## src/rtl/i2s_dac_tx.sv

```systemverilog
// rtl/i2s_dac_tx.sv - I2S DAC transmitter: stereo sample FIFO, BCLK/LRCK generation, MSB-first serializer.
module i2s_dac_tx #(
    parameter int BCLK_DIV   = 8,
    parameter int FIFO_DEPTH = 4
) (
    input  logic                          clk,
    input  logic                          rst_n,
    input  logic                          sample_val,
    input  logic [31:0]                   sample_data,
    output logic                          aud_bclk,
    output logic                          aud_daclrck,
    output logic                          aud_dacdat,
    output logic [$clog2(FIFO_DEPTH):0]   fifo_level,
    output logic                          overflow,
    output logic                          underrun
);

    localparam int AW = $clog2(FIFO_DEPTH);
    localparam int DW = (BCLK_DIV > 1) ? $clog2(BCLK_DIV) : 1;

    logic [DW-1:0] div_cnt_q, div_cnt_d;
    logic          bclk_q, bclk_d;
    logic          lrck_q, lrck_d;
    logic          dat_q, dat_d;
    logic [5:0]    bit_cnt_q, bit_cnt_d;
    logic [31:0]   frame_reg_q, frame_reg_d;
    logic [31:0]   mem_q [FIFO_DEPTH];
    logic [31:0]   mem_d [FIFO_DEPTH];
    logic [AW:0]   wr_ptr_q, wr_ptr_d;
    logic [AW:0]   rd_ptr_q, rd_ptr_d;
    logic [AW:0]   level_q, level_d;
    logic          overflow_q, overflow_d;
    logic          underrun_q, underrun_d;

    logic          div_wrap, bclk_fall, frame_wrap;
    logic          fifo_empty, fifo_full, push, pop;
    logic [4:0]    slot_pos;
    logic [3:0]    bit_idx;
    logic [15:0]   ch;

    always_comb begin
        div_cnt_d   = div_cnt_q;
        bclk_d      = bclk_q;
        lrck_d      = lrck_q;
        dat_d       = dat_q;
        bit_cnt_d   = bit_cnt_q;
        frame_reg_d = frame_reg_q;
        mem_d       = mem_q;
        wr_ptr_d    = wr_ptr_q;
        rd_ptr_d    = rd_ptr_q;
        slot_pos    = '0;
        bit_idx     = '0;
        ch          = '0;

        div_wrap  = (div_cnt_q == DW'(BCLK_DIV - 1));
        div_cnt_d = div_wrap ? '0 : div_cnt_q + 1'b1;
        if (div_wrap) begin
            bclk_d = ~bclk_q;
        end
        bclk_fall  = div_wrap & bclk_q;
        frame_wrap = bclk_fall & (bit_cnt_q == 6'd63);

        fifo_empty = (wr_ptr_q == rd_ptr_q);
        fifo_full  = (wr_ptr_q[AW] != rd_ptr_q[AW]) &&
                     (wr_ptr_q[AW-1:0] == rd_ptr_q[AW-1:0]);
        // No bypass: a pop only sees entries present before this clk.
        pop  = frame_wrap & ~fifo_empty;
        push = sample_val & (~fifo_full | pop);

        if (pop) begin
            frame_reg_d = mem_q[rd_ptr_q[AW-1:0]];
            rd_ptr_d    = rd_ptr_q + 1'b1;
        end
        if (push) begin
            mem_d[wr_ptr_q[AW-1:0]] = sample_data;
            wr_ptr_d                = wr_ptr_q + 1'b1;
        end

        if (bclk_fall) begin
            bit_cnt_d = bit_cnt_q + 1'b1;
            lrck_d    = bit_cnt_d[5];
            slot_pos  = bit_cnt_d[4:0];
            ch        = bit_cnt_d[5] ? frame_reg_d[15:0] : frame_reg_d[31:16];
            // Slot position 1 carries the MSB: one BCLK of I2S delay after LRCK.
            bit_idx   = 4'(5'd16 - slot_pos);
            dat_d     = (slot_pos >= 5'd1 && slot_pos <= 5'd16) ? ch[bit_idx] : 1'b0;
        end

        level_d    = wr_ptr_d - rd_ptr_d;
        overflow_d = sample_val & ~push;
        underrun_d = frame_wrap & fifo_empty;
    end

    always_ff @(posedge clk or negedge rst_n) begin
        if (!rst_n) begin
            div_cnt_q   <= '0;
            bclk_q      <= 1'b0;
            lrck_q      <= 1'b0;
            dat_q       <= 1'b0;
            bit_cnt_q   <= '0;
            frame_reg_q <= '0;
            for (int i = 0; i < FIFO_DEPTH; i++) begin
                mem_q[i] <= '0;
            end
            wr_ptr_q    <= '0;
            rd_ptr_q    <= '0;
            level_q     <= '0;
            overflow_q  <= 1'b0;
            underrun_q  <= 1'b0;
        end else begin
            div_cnt_q   <= div_cnt_d;
            bclk_q      <= bclk_d;
            lrck_q      <= lrck_d;
            dat_q       <= dat_d;
            bit_cnt_q   <= bit_cnt_d;
            frame_reg_q <= frame_reg_d;
            mem_q       <= mem_d;
            wr_ptr_q    <= wr_ptr_d;
            rd_ptr_q    <= rd_ptr_d;
            level_q     <= level_d;
            overflow_q  <= overflow_d;
            underrun_q  <= underrun_d;
        end
    end

    assign aud_bclk    = bclk_q;
    assign aud_daclrck = lrck_q;
    assign aud_dacdat  = dat_q;
    assign fifo_level  = level_q;
    assign overflow    = overflow_q;
    assign underrun    = underrun_q;

endmodule

```

## config.mk

```make
export PLATFORM = sky130hd
export DESIGN_NAME = i2s_dac_tx
export DESIGN_NICKNAME = d
export VERILOG_FILES = /design/src/rtl/i2s_dac_tx.sv
export SDC_FILE = /design/constraint.sdc
export NUM_CORES = 1
export LEC_CHECK = 0
export BUFFER_PORTS_ARGS = -buffer_cell sky130_fd_sc_hd__buf_2
export CELL_PAD_IN_SITES_DETAIL_PLACEMENT = 1
export CELL_PAD_IN_SITES_GLOBAL_PLACEMENT = 1
export CORE_AREA = 2 2 121 152
export CTS_BUF_LIST = sky130_fd_sc_hd__clkbuf_8 sky130_fd_sc_hd__clkbuf_16
export DETAILED_ROUTE_END_ITERATION = 6
export DIE_AREA = 0 0 123 154
export PLACE_DENSITY_LB_ADDON = 0.12
export SLEW_MARGIN = 10
export SYNTH_ARGS = -nofsm -noshare
export SYNTH_HDL_FRONTEND = slang
export SYNTH_SLANG_ARGS = --single-unit
```

## constraint.sdc

```tcl
create_clock -name clk -period 5.05 [get_ports clk]
set_clock_uncertainty 0.1 [all_clocks]
set_input_delay 0.7575 -clock clk [delete_from_list [all_inputs] [get_ports clk]]
set_output_delay 0.7575 -clock clk [all_outputs]
set_load 0.005 [all_outputs]
```

# After elaboration in Yosys (flattened, before gate mapping)

Cells that the tools add are included.

Bits in registers: 183
Bits of input ports: 35
Output and inout bits: 8
Word-level logic and storage cells: 62

Add/sub/neg operators: 6
Magnitude comparators: 6
Equal/unequal tests: 5
Muxes and demuxes: 14
Bitwise gates (word level): 13
Reductions and logical operators: 3

Operators by type and width:

| cell                                                                                 | count |
|---|---|
| 128-bit bitwise mux                                                                  | 1 |
| 32-bit two-way mux                                                                   | 4 |
| 32-bit binary-select mux with 2-bit select                                           | 1 |
| 32-bit demux with 2-bit select                                                       | 1 |
| 16-bit two-way mux                                                                   | 1 |
| 3-bit by 1-bit adder with 3-bit output (second input constant)                       | 3 |
| 3-bit two-way mux                                                                    | 3 |
| 6-bit by 1-bit adder with 6-bit output (second input constant)                       | 1 |
| 1-bit bitwise AND                                                                    | 6 |
| 6-bit equality test (second input constant)                                          | 1 |
| 3-bit greater-or-equal comparator (second input constant)                            | 2 |
| 2-bit inverter with 3-bit output                                                     | 2 |
| 5-bit by 1-bit greater-or-equal comparator with 1-bit output (second input constant) | 1 |
| 5-bit <= comparator (second input constant)                                          | 1 |
| 4-bit by 5-bit < comparator with 1-bit output (second input constant)                | 1 |
| 1-bit binary-select mux with 4-bit select                                            | 1 |
| 1-bit inverter                                                                       | 4 |
| 1-bit by 4-bit subtractor with 4-bit output (first input constant)                   | 1 |
| 3-bit equality test                                                                  | 1 |
| 3-bit equality test (second input constant)                                          | 1 |
| 1-bit logical AND                                                                    | 3 |
| 3-bit by 1-bit < comparator with 1-bit output (second input constant)                | 1 |
| 3-bit subtractor                                                                     | 1 |
| 2-bit equality test                                                                  | 1 |
| other kinds (3)                                                                      | 4 |

# Longest topological paths before layout

Gate-level depths: netlist (run 1).

Depth in word-level cells: 9
Depth in mapped cells: 13
Mapped depth without buffers: 12

# Worst setup path after synthesis (run 1)

No wires, ideal clock.

Kind: flip-flop to flip-flop
Start point: register div_cnt_q[0]
End point: register level_q[2], in the netlist fifo_level[2]
Library setup time: 0.080 ns
Data arrival time: 2.634 ns
Data required time: 4.870 ns
Setup slack: 2.236 ns
Cell stages (with the launch flop): 14
Buffers on the path: 1
Clock period less this slack: 2.814 ns
Cells stage by stage: dfrtp_1 > ha_1 > ha_1 > nand2_4 > nor4_4 > nor3_1 > nor2b_1 > clkbuf_1 > xnor2_1 > inv_1 > ha_1 > fa_1 > xnor2_1 > xnor2_1

Longest elaborated chain between the ends: 8
Elaborated cells between the ends (all ways): 9
Those cells by class: add/sub: 1; eq/ne: 1; mux: 2; bitwise: 5

Ends and longest elaborated chain:

| item                   | RTL line | RTL |
|---|---|---|
| from (decl)            | 21       | `logic [DW-1:0] div_cnt_q, div_cnt_d;` |
| from (signal assigned) | 111      | `div_cnt_q <= div_cnt_d;` |
| 3-bit equality test    | 55       | `div_wrap = (div_cnt_q == DW'(BCLK_DIV - 1));` |
| 1-bit bitwise AND      | 60       | `bclk_fall = div_wrap & bclk_q;` |
| 1-bit bitwise AND      | 61       | `frame_wrap = bclk_fall & (bit_cnt_q == 6'd63);` |
| 1-bit bitwise AND      | 67       | `pop = frame_wrap & ~fifo_empty;` |
| 1-bit OR               | 68       | `push = sample_val & (~fifo_full \| pop);` |
| 1-bit bitwise AND      | 68       |  |
| 3-bit two-way mux      | 74       | `if (push) begin` |
| via wr_ptr_d[0]        | 29       | `logic [AW:0] wr_ptr_q, wr_ptr_d;` |
| 3-bit subtractor       | 89       | `level_d = wr_ptr_d - rd_ptr_d;` |
| via level_d[2]         | 31       | `logic [AW:0] level_q, level_d;` |
| to (signal assigned)   | 120      | `level_q <= level_d;` |
| to (decl)              | 31       |  |

The timed path passes the listed nets, and every way through them passes these cells.
A chain may end at the register's enable or synchronous reset.

# Worst setup path in the final report (run 1)

Start point: register bit_cnt_q[0]
End point: register dat_q, in the netlist aud_dacdat

Longest elaborated chain between the ends: 8
Elaborated cells between the ends (all ways): 13
Those cells by class: add/sub: 2; order compare: 2; eq/ne: 1; mux: 5; bitwise: 2; reduce/logical: 1

Ends and longest elaborated chain:

| item                                      | RTL line | RTL |
|---|---|---|
| from (decl)                               | 25       | `logic [5:0] bit_cnt_q, bit_cnt_d;` |
| from (signal assigned)                    | 115      | `bit_cnt_q <= bit_cnt_d;` |
| 6-bit equality test                       | 61       |  |
| 1-bit bitwise AND                         | 61       |  |
| 1-bit bitwise AND                         | 67       |  |
| 32-bit two-way mux                        | 70       | `if (pop) begin` |
| via frame_reg_d[2]                        | 26       | `logic [31:0] frame_reg_q, frame_reg_d;` |
| 16-bit two-way mux                        | 83       | `ch = bit_cnt_d[5] ? frame_reg_d[15:0] : frame_reg_d[31:16];` |
| 1-bit binary-select mux with 4-bit select | 86       | `dat_d = (slot_pos >= 5'd1 && slot_pos <= 5'd16) ? ch[bit_idx] : 1'b0;` |
| 1-bit two-way mux (implied by the code)   | 86       |  |
| 1-bit two-way mux                         | 86       |  |
| to (signal assigned)                      | 114      | `dat_q <= dat_d;` |
| to (decl)                                 | 24       | `logic dat_q, dat_d;` |

The timed path passes the listed nets, and every way through them passes these cells. The select of a mux whose other input is x is not followed.

==> results of run 1 <==
-- worst reg2reg max path: stages (launching register included) --
cell and delay, ns:
dfrtp_1 0.59, ha_1 0.36, nand2_2 0.12, nor4_4 0.39, and2_1 0.46, buf_4 0.43
mux2_2 0.40, o32ai_1 0.29, nor4_1 0.10, a221oi_1 0.35, a221oi_2 0.06
-- flip-flops by register name, indices dropped and copies added, names as in the netlist --
register,cells
fifo_level,3
aud_dacdat,1
aud_daclrck,1
underrun,1
wr_ptr_q,3
bit_cnt_q,5
overflow,1
rd_ptr_q,3
div_cnt_q,3
mem_q,128
aud_bclk,1
frame_reg_q,32
-- stage by stage --
| stage | instance area [um2] | worst slack, ns |
|---|---|---|
| 4_1_cts | 9240 | 1.29 |
| 3_3_place_gp | 8640 | 1.44 |
| 5_1_grt | 9240 | 0.989 |
| 3_5_place_dp | 8640 | 1.28 |
| 2_1_floorplan | 8240 | 2.24 |
| 6_report | 9240 | 1.28 |
-- path summary, 6_finish.rpt --
check | from | end | slack (ns)
worst max-delay path | bit_cnt_q[0] | aud_dacdat | 1.28
worst min-delay path | rst_n | overflow | 0.28
worst max register to register | bit_cnt_q[0] | aud_dacdat | 1.28
worst min register to register | div_cnt_q[0] | div_cnt_q[0] | 0.35
max in group asynchronous | rst_n | mem_q[65] | 3.36
min in group clk | div_cnt_q[0] | div_cnt_q[0] | 0.35
-- cell usage in the layout, fill, tap and decap left out, types with 5 or more instances in the layout --
cell / count
inv_1: 13
buf_4: 9
mux2_2: 152
clkbuf_16: 17
o21ai_0: 5
nor3_1: 7
buf_2: 41
dfrtp_1: 181
nor2_1: 11
xnor2_1: 13
ha_1: 10
nand3_1: 11
clkinv_2: 5
nand2_1: 24
mux4_2: 34
-- power by group through the flow --
stage                     Clock (mW)  Combinational, mW  Sequential (mW)
after floorplan                    0              0.967             2.21
after global placement             0               1.22             2.26
after detailed placement           0               1.27             2.32
after CTS                       1.39               1.29             2.29
after global routing            1.45               1.38             2.36
final                           1.35               1.26             2.29
-- cell families (layout without fill, tap and decap cells) --
family                     count (synthesis)  in the layout  synth area share (%)
xor gates and xnor gates                  20             20                  2.49
and+or+nand+nor                           70             70                  4.25
muxes                                    193            193                  31.2
adders and majority gates                 11             11                  1.76
DFF                                      182            182                  55.3
buffers and inverters                     41             94                  2.54
AOI/OAI and AO/OA                         26             26                  2.52
-- layer usage --
layer	vias to the layer above	part of all wire (%)	GRT usage [%]
met2	50	52	34.3
met4	0	1.1	5.36
met5	-	0	0
li1	2060	-	-
met3	16	2.4	4.19
met1	2489	44	27.3
-- cell type report --
type | instances | area, um2 | share of cell area, %
flip-flops and latches | 182 | 4560 | 49.3
multi-input cells | 320 | 3480 | 37.6
clock buffers | 20 | 467 | 5.05
repair buffers | 51 | 284 | 3.07
well taps | 224 | 280 | 3.03
clock inverters | 12 | 135 | 1.46
inverters | 11 | 41.3 | 0.447
==> impl_metrics.toml, run 1 <==
[run_status]
status = "finished, final reports clean"

[power]
p_leak_nw = 4.11
irDropWorstVdd_v = 0.000223
switching_share_pct = 26.8
power_switching_mw = 1.31
powerDensity_mw_per_mm2 = 530
power_mw = 4.90
p_comb_share_pct = 25.7
p_seq_share_pct = 46.8
p_int_mw = 3.58
p_clk_share_pct = 27.5

[clocking]
postCtsHoldBufs = 0
cts_buffers = 17
ctsHtreeMaxLevel = 4
clockBufferDepth = 2
clk_latency_ns = 0.43
postCtsResizedCells = 0
cts_root_buf = "clkbuf_16"
cts_sinks = 182
path_clk_slew_ns = 0.06
cts_tree = "built"
cts_setup_buffers = 0

[synthesis]
synth_common_cells = "dfrtp_1, mux2_2, mux4_2"
synth_most_common_cell = "dfrtp_1"
synth_edf_count = 0
syn_nets = 589
synth_top_area_cell = "dfrtp_1"
ys_async_sr_fraction_pct = 100
yosysUniqueCellTypes = 51
synth-seq-area-share_pct = 55.3
postSynthCellCount = 543
synth_top_area_share_pct = 55.3
syn_area_per_cell_um2 = 15.2
yosysWarnings = 0
synth_area_leaders = "dfrtp_1, mux2_2, mux4_2, ha_1, xnor2_1"
synth-main-ff-cell = "dfrtp_1"
synth-seq-cells = 182
synth_area_mm2 = 0.00824

[routing]
ant_nets = 0
routed_wl_um = 17700
dr.pass1.iters = 4
num_vias = 4615
drc = 0
drt_iter0_markers = 259
via_per_inst = 5.63
post_drt_wl_per_cell_um = 21.6

[run]
drv_cap = 0

[place]
port_buffers = 42
gp_congestion = 0.844
dp_hpwl_um = 11200
place_inst = 788

[sta]
fin_setup_tns_ns = 0
rsz0062_at_grt = "false"
clock.fmax_mhz = 265
finalCritPeriodShare_pct = 74.6
finalHoldViolations = 0
setup_violations = 0
worstMarginPinSlew_ns = 0.786
finalCriticalPeriod_ns = 3.77
holdWs_ns = 0.284
slew-limit-headroom_pct = 47.6
slew_violations = 0

[cells_and_area]
num-fill-cells = 1659
drive_above_1_share_pct = 47.3
nets = 629
area_delta_synth_final_pct = 12.1
diodes = 0
final_util_pct = 53.0
final_cells = 820

[grt]
grt_pass1_wl_um = 29100
grt_start_max_net_pins = 87
antenna_found_initial = 0
grt_util_all_layers_pct = 20.5
grt_pass1_vias = 5189
grt.overflow.total = 0

[floorplan]
dieArea_mm2 = 0.0189
rows = 54
die_w_um = 123
io_pins = 43
die_y_um = 154
coreArea_mm2 = 0.0174
start_util_pct = 47.3

[setup_path]
required_ns = 5.25
critPathCaptureType = "flop"
worstPathArrival_ns = 3.96
cpPeakStageDelay_ns = 0.59
crit_fanout = 26
path_buf_inv = 1
path_delay_family = "simple AND/OR/NAND/NOR gates"
cp-start-kind = "flop"
crit_chain = "ha_1 -> nand2_2 -> nor4_4 -> and2_1 -> buf_4 -> mux2_2 -> o32ai_1 -> nor4_1 -> a221oi_1 -> a221oi_2"
slowest_stage = "dfrtp_1"
critical_path_class = "flop to flop"
worst-path-stages = 10
worst-r2r-cell-count = 10

[worst_hold_path]
hold_class = "input port to async pin"
Note: power is estimated with default switching activity, not from simulation.
==> inputs of run 2 (changes only) <==
==> constraint.sdc (replaced) <==
create_clock -name clk -period 3.9 [get_ports clk]
set_clock_uncertainty 0.1 [all_clocks]
set_input_delay 0.585 -clock clk [delete_from_list [all_inputs] [get_ports clk]]
set_output_delay 0.585 -clock clk [all_outputs]
set_load 0.005 [all_outputs]
==> run 2 against run 1 <==
Critical path depth did not move. Wire length rose by 1.1%. Maximum frequency up 12%. Register-to-register slack worse by 0.74 ns. Global-route usage grew 0.20 points. Utilization increased by 0.19 points. Die area unchanged. Sequential share of layout area decreased by 0.17 points. Largest cell class unchanged.
==> impl_metrics.toml, run 2 (same netlist as run 1, synthesis figures left out) <==
[grt]
antenna_found_initial = 0
grt_pass1_vias = 5153
grt_pass1_wl_um = 29100
grt.overflow.total = 0
grt_start_max_net_pins = 84
grt_util_all_layers_pct = 20.7

[floorplan]
dieArea_mm2 = 0.0189
start_util_pct = 47.3
io_pins = 43
die_y_um = 154
rows = 54
die_w_um = 123
coreArea_mm2 = 0.0174

[power]
p_leak_nw = 4.12
p_clk_share_pct = 27.0
p_int_mw = 4.57
power_mw = 6.28
p_comb_share_pct = 25.9
powerDensity_mw_per_mm2 = 678
switching_share_pct = 27.2
power_switching_mw = 1.71
p_seq_share_pct = 47.1
irDropWorstVdd_v = 0.000363

[cells_and_area]
final_cells = 825
final_cell_mix = "dfrtp_1, mux2_2, buf_2, mux4_2, nand2_1"
reg.largest.list = "mem_q: 128 flops, frame_reg_q: 32 flops, bit_cnt_q: 5 flops"
nets = 634
largest_register = "mem_q"
drive_above_1_share_pct = 47.9
largest_register_ffs = 128
area_delta_synth_final_pct = 12.5
final_common_cell = "dfrtp_1"
diodes = 0

[setup_path]
crit_fanout = 14
r2r_slack_ns = 0.54
r2r-start = "bit_cnt_q[0]"
crit_chain = "inv_1 -> ha_1 -> nand2b_1 -> or3_1 -> a21oi_1 -> o21ai_0 -> o2111ai_1 -> o41ai_1 -> a221oi_1 -> a221oi_2"
required_ns = 4.14
r2r_end = "aud_dacdat"
cpPeakStageDelay_ns = 0.65
worstPathArrival_ns = 3.60
critical_path_class = "flop to flop"
slowest_stage = "ha_1"
cp-start-kind = "flop"
critPathCaptureType = "flop"
worst-r2r-cell-count = 10

[routing]
dr.pass1.iters = 4
post_drt_wl_per_cell_um = 21.7
ant_nets = 0
routed_wl_um = 17900
drt_iter0_markers = 204
via_per_inst = 5.61
drc = 0
num_vias = 4626

[place]
port_buffers = 42
gp_congestion = 0.833
place_inst = 793
place_ws_ns = 0.571
dp_hpwl_um = 11600

[clocking]
cts_buffers = 17
postCtsHoldBufs = 0
cts_setup_buffers = 0
cts_tree = "built"
ctsHtreeMaxLevel = 4
postCtsResizedCells = 0
clockBufferDepth = 2
path_clk_slew_ns = 0.07
cts_sinks = 182
clk_latency_ns = 0.43
cts_root_buf = "clkbuf_16"

[sta]
clock.fmax_mhz = 297
rsz0062_at_grt = "false"
setup_violations = 0
holdWs_ns = 0.0858
worstMarginPinSlew_ns = 0.787
finalCritPeriodShare_pct = 86.2
finalHoldViolations = 0
slew_violations = 0
finalCriticalPeriod_ns = 3.36
fin_ws_ns = 0.538
slew-limit-headroom_pct = 47.6
fin_setup_tns_ns = 0

[run_status]
status = "finished, final reports clean"

[run]
drv_cap = 0

[worst_hold_path]
hold_class = "input port to async pin"
-- run 2: metrics by stage --
stage / util [%] / cell area [um2]
after floorplan: - / 8240
after global placement: 49.8 / 8690
after detailed placement: 49.8 / 8690
after CTS: 53.2 / 9270
after global routing: 53.2 / 9270
final: 53.2 / 9270
-- run 2: critical path: cells and delay by family, from the launching register on --
family                     cells  cell delay (ns)
adders and majority gates      1             0.65
buffers and inverters          1             0.20
DFF                            1             0.60
AOI/OAI and AO/OA              6             1.22
and+or+nand+nor                2             0.49
-- run 2: worst max-delay path by stage --
stage	startpoint	end	cells after the start
CTS	bit_cnt_q[0]	fifo_level[2]	11
floorplan	div_cnt_q[0]	fifo_level[2]	13
finish	bit_cnt_q[0]	aud_dacdat	10
global route	bit_cnt_q[0]	fifo_level[2]	11
detailed placement	bit_cnt_q[0]	fifo_level[2]	11
global placement	bit_cnt_q[0]	aud_dacdat	10
-- run 2: power by group through the flow --
stage	Clock (mW)	Sequential (mW)	Combinational (mW)
3_5_place_dp	0	3.00	1.66
4_1_cts	1.75	2.97	1.67
5_1_grt	1.84	3.05	1.78
6_report	1.69	2.96	1.63
2_1_floorplan	0	2.86	1.25
3_3_place_gp	0	2.91	1.58
-- run 2: metal layers --
metal,vias to the layer above,GRT usage [%],wire length [um]
met3,18,4.53,497
met5,-,0,0
li1,2071,-,-
met4,0,6.71,356
met1,2462,27.6,7860
met2,75,33.8,9170
-- run 2: layout make-up --
class / instances / area [um2]
multi-input combinational: 320 / 3480
inverter: 11 / 41.3
clock inverter: 13 / 131
tap: 224 / 280
fill: 1737 / 8160
sequential: 182 / 4560
clock buffer: 19 / 453
timing repair buffer: 56 / 334
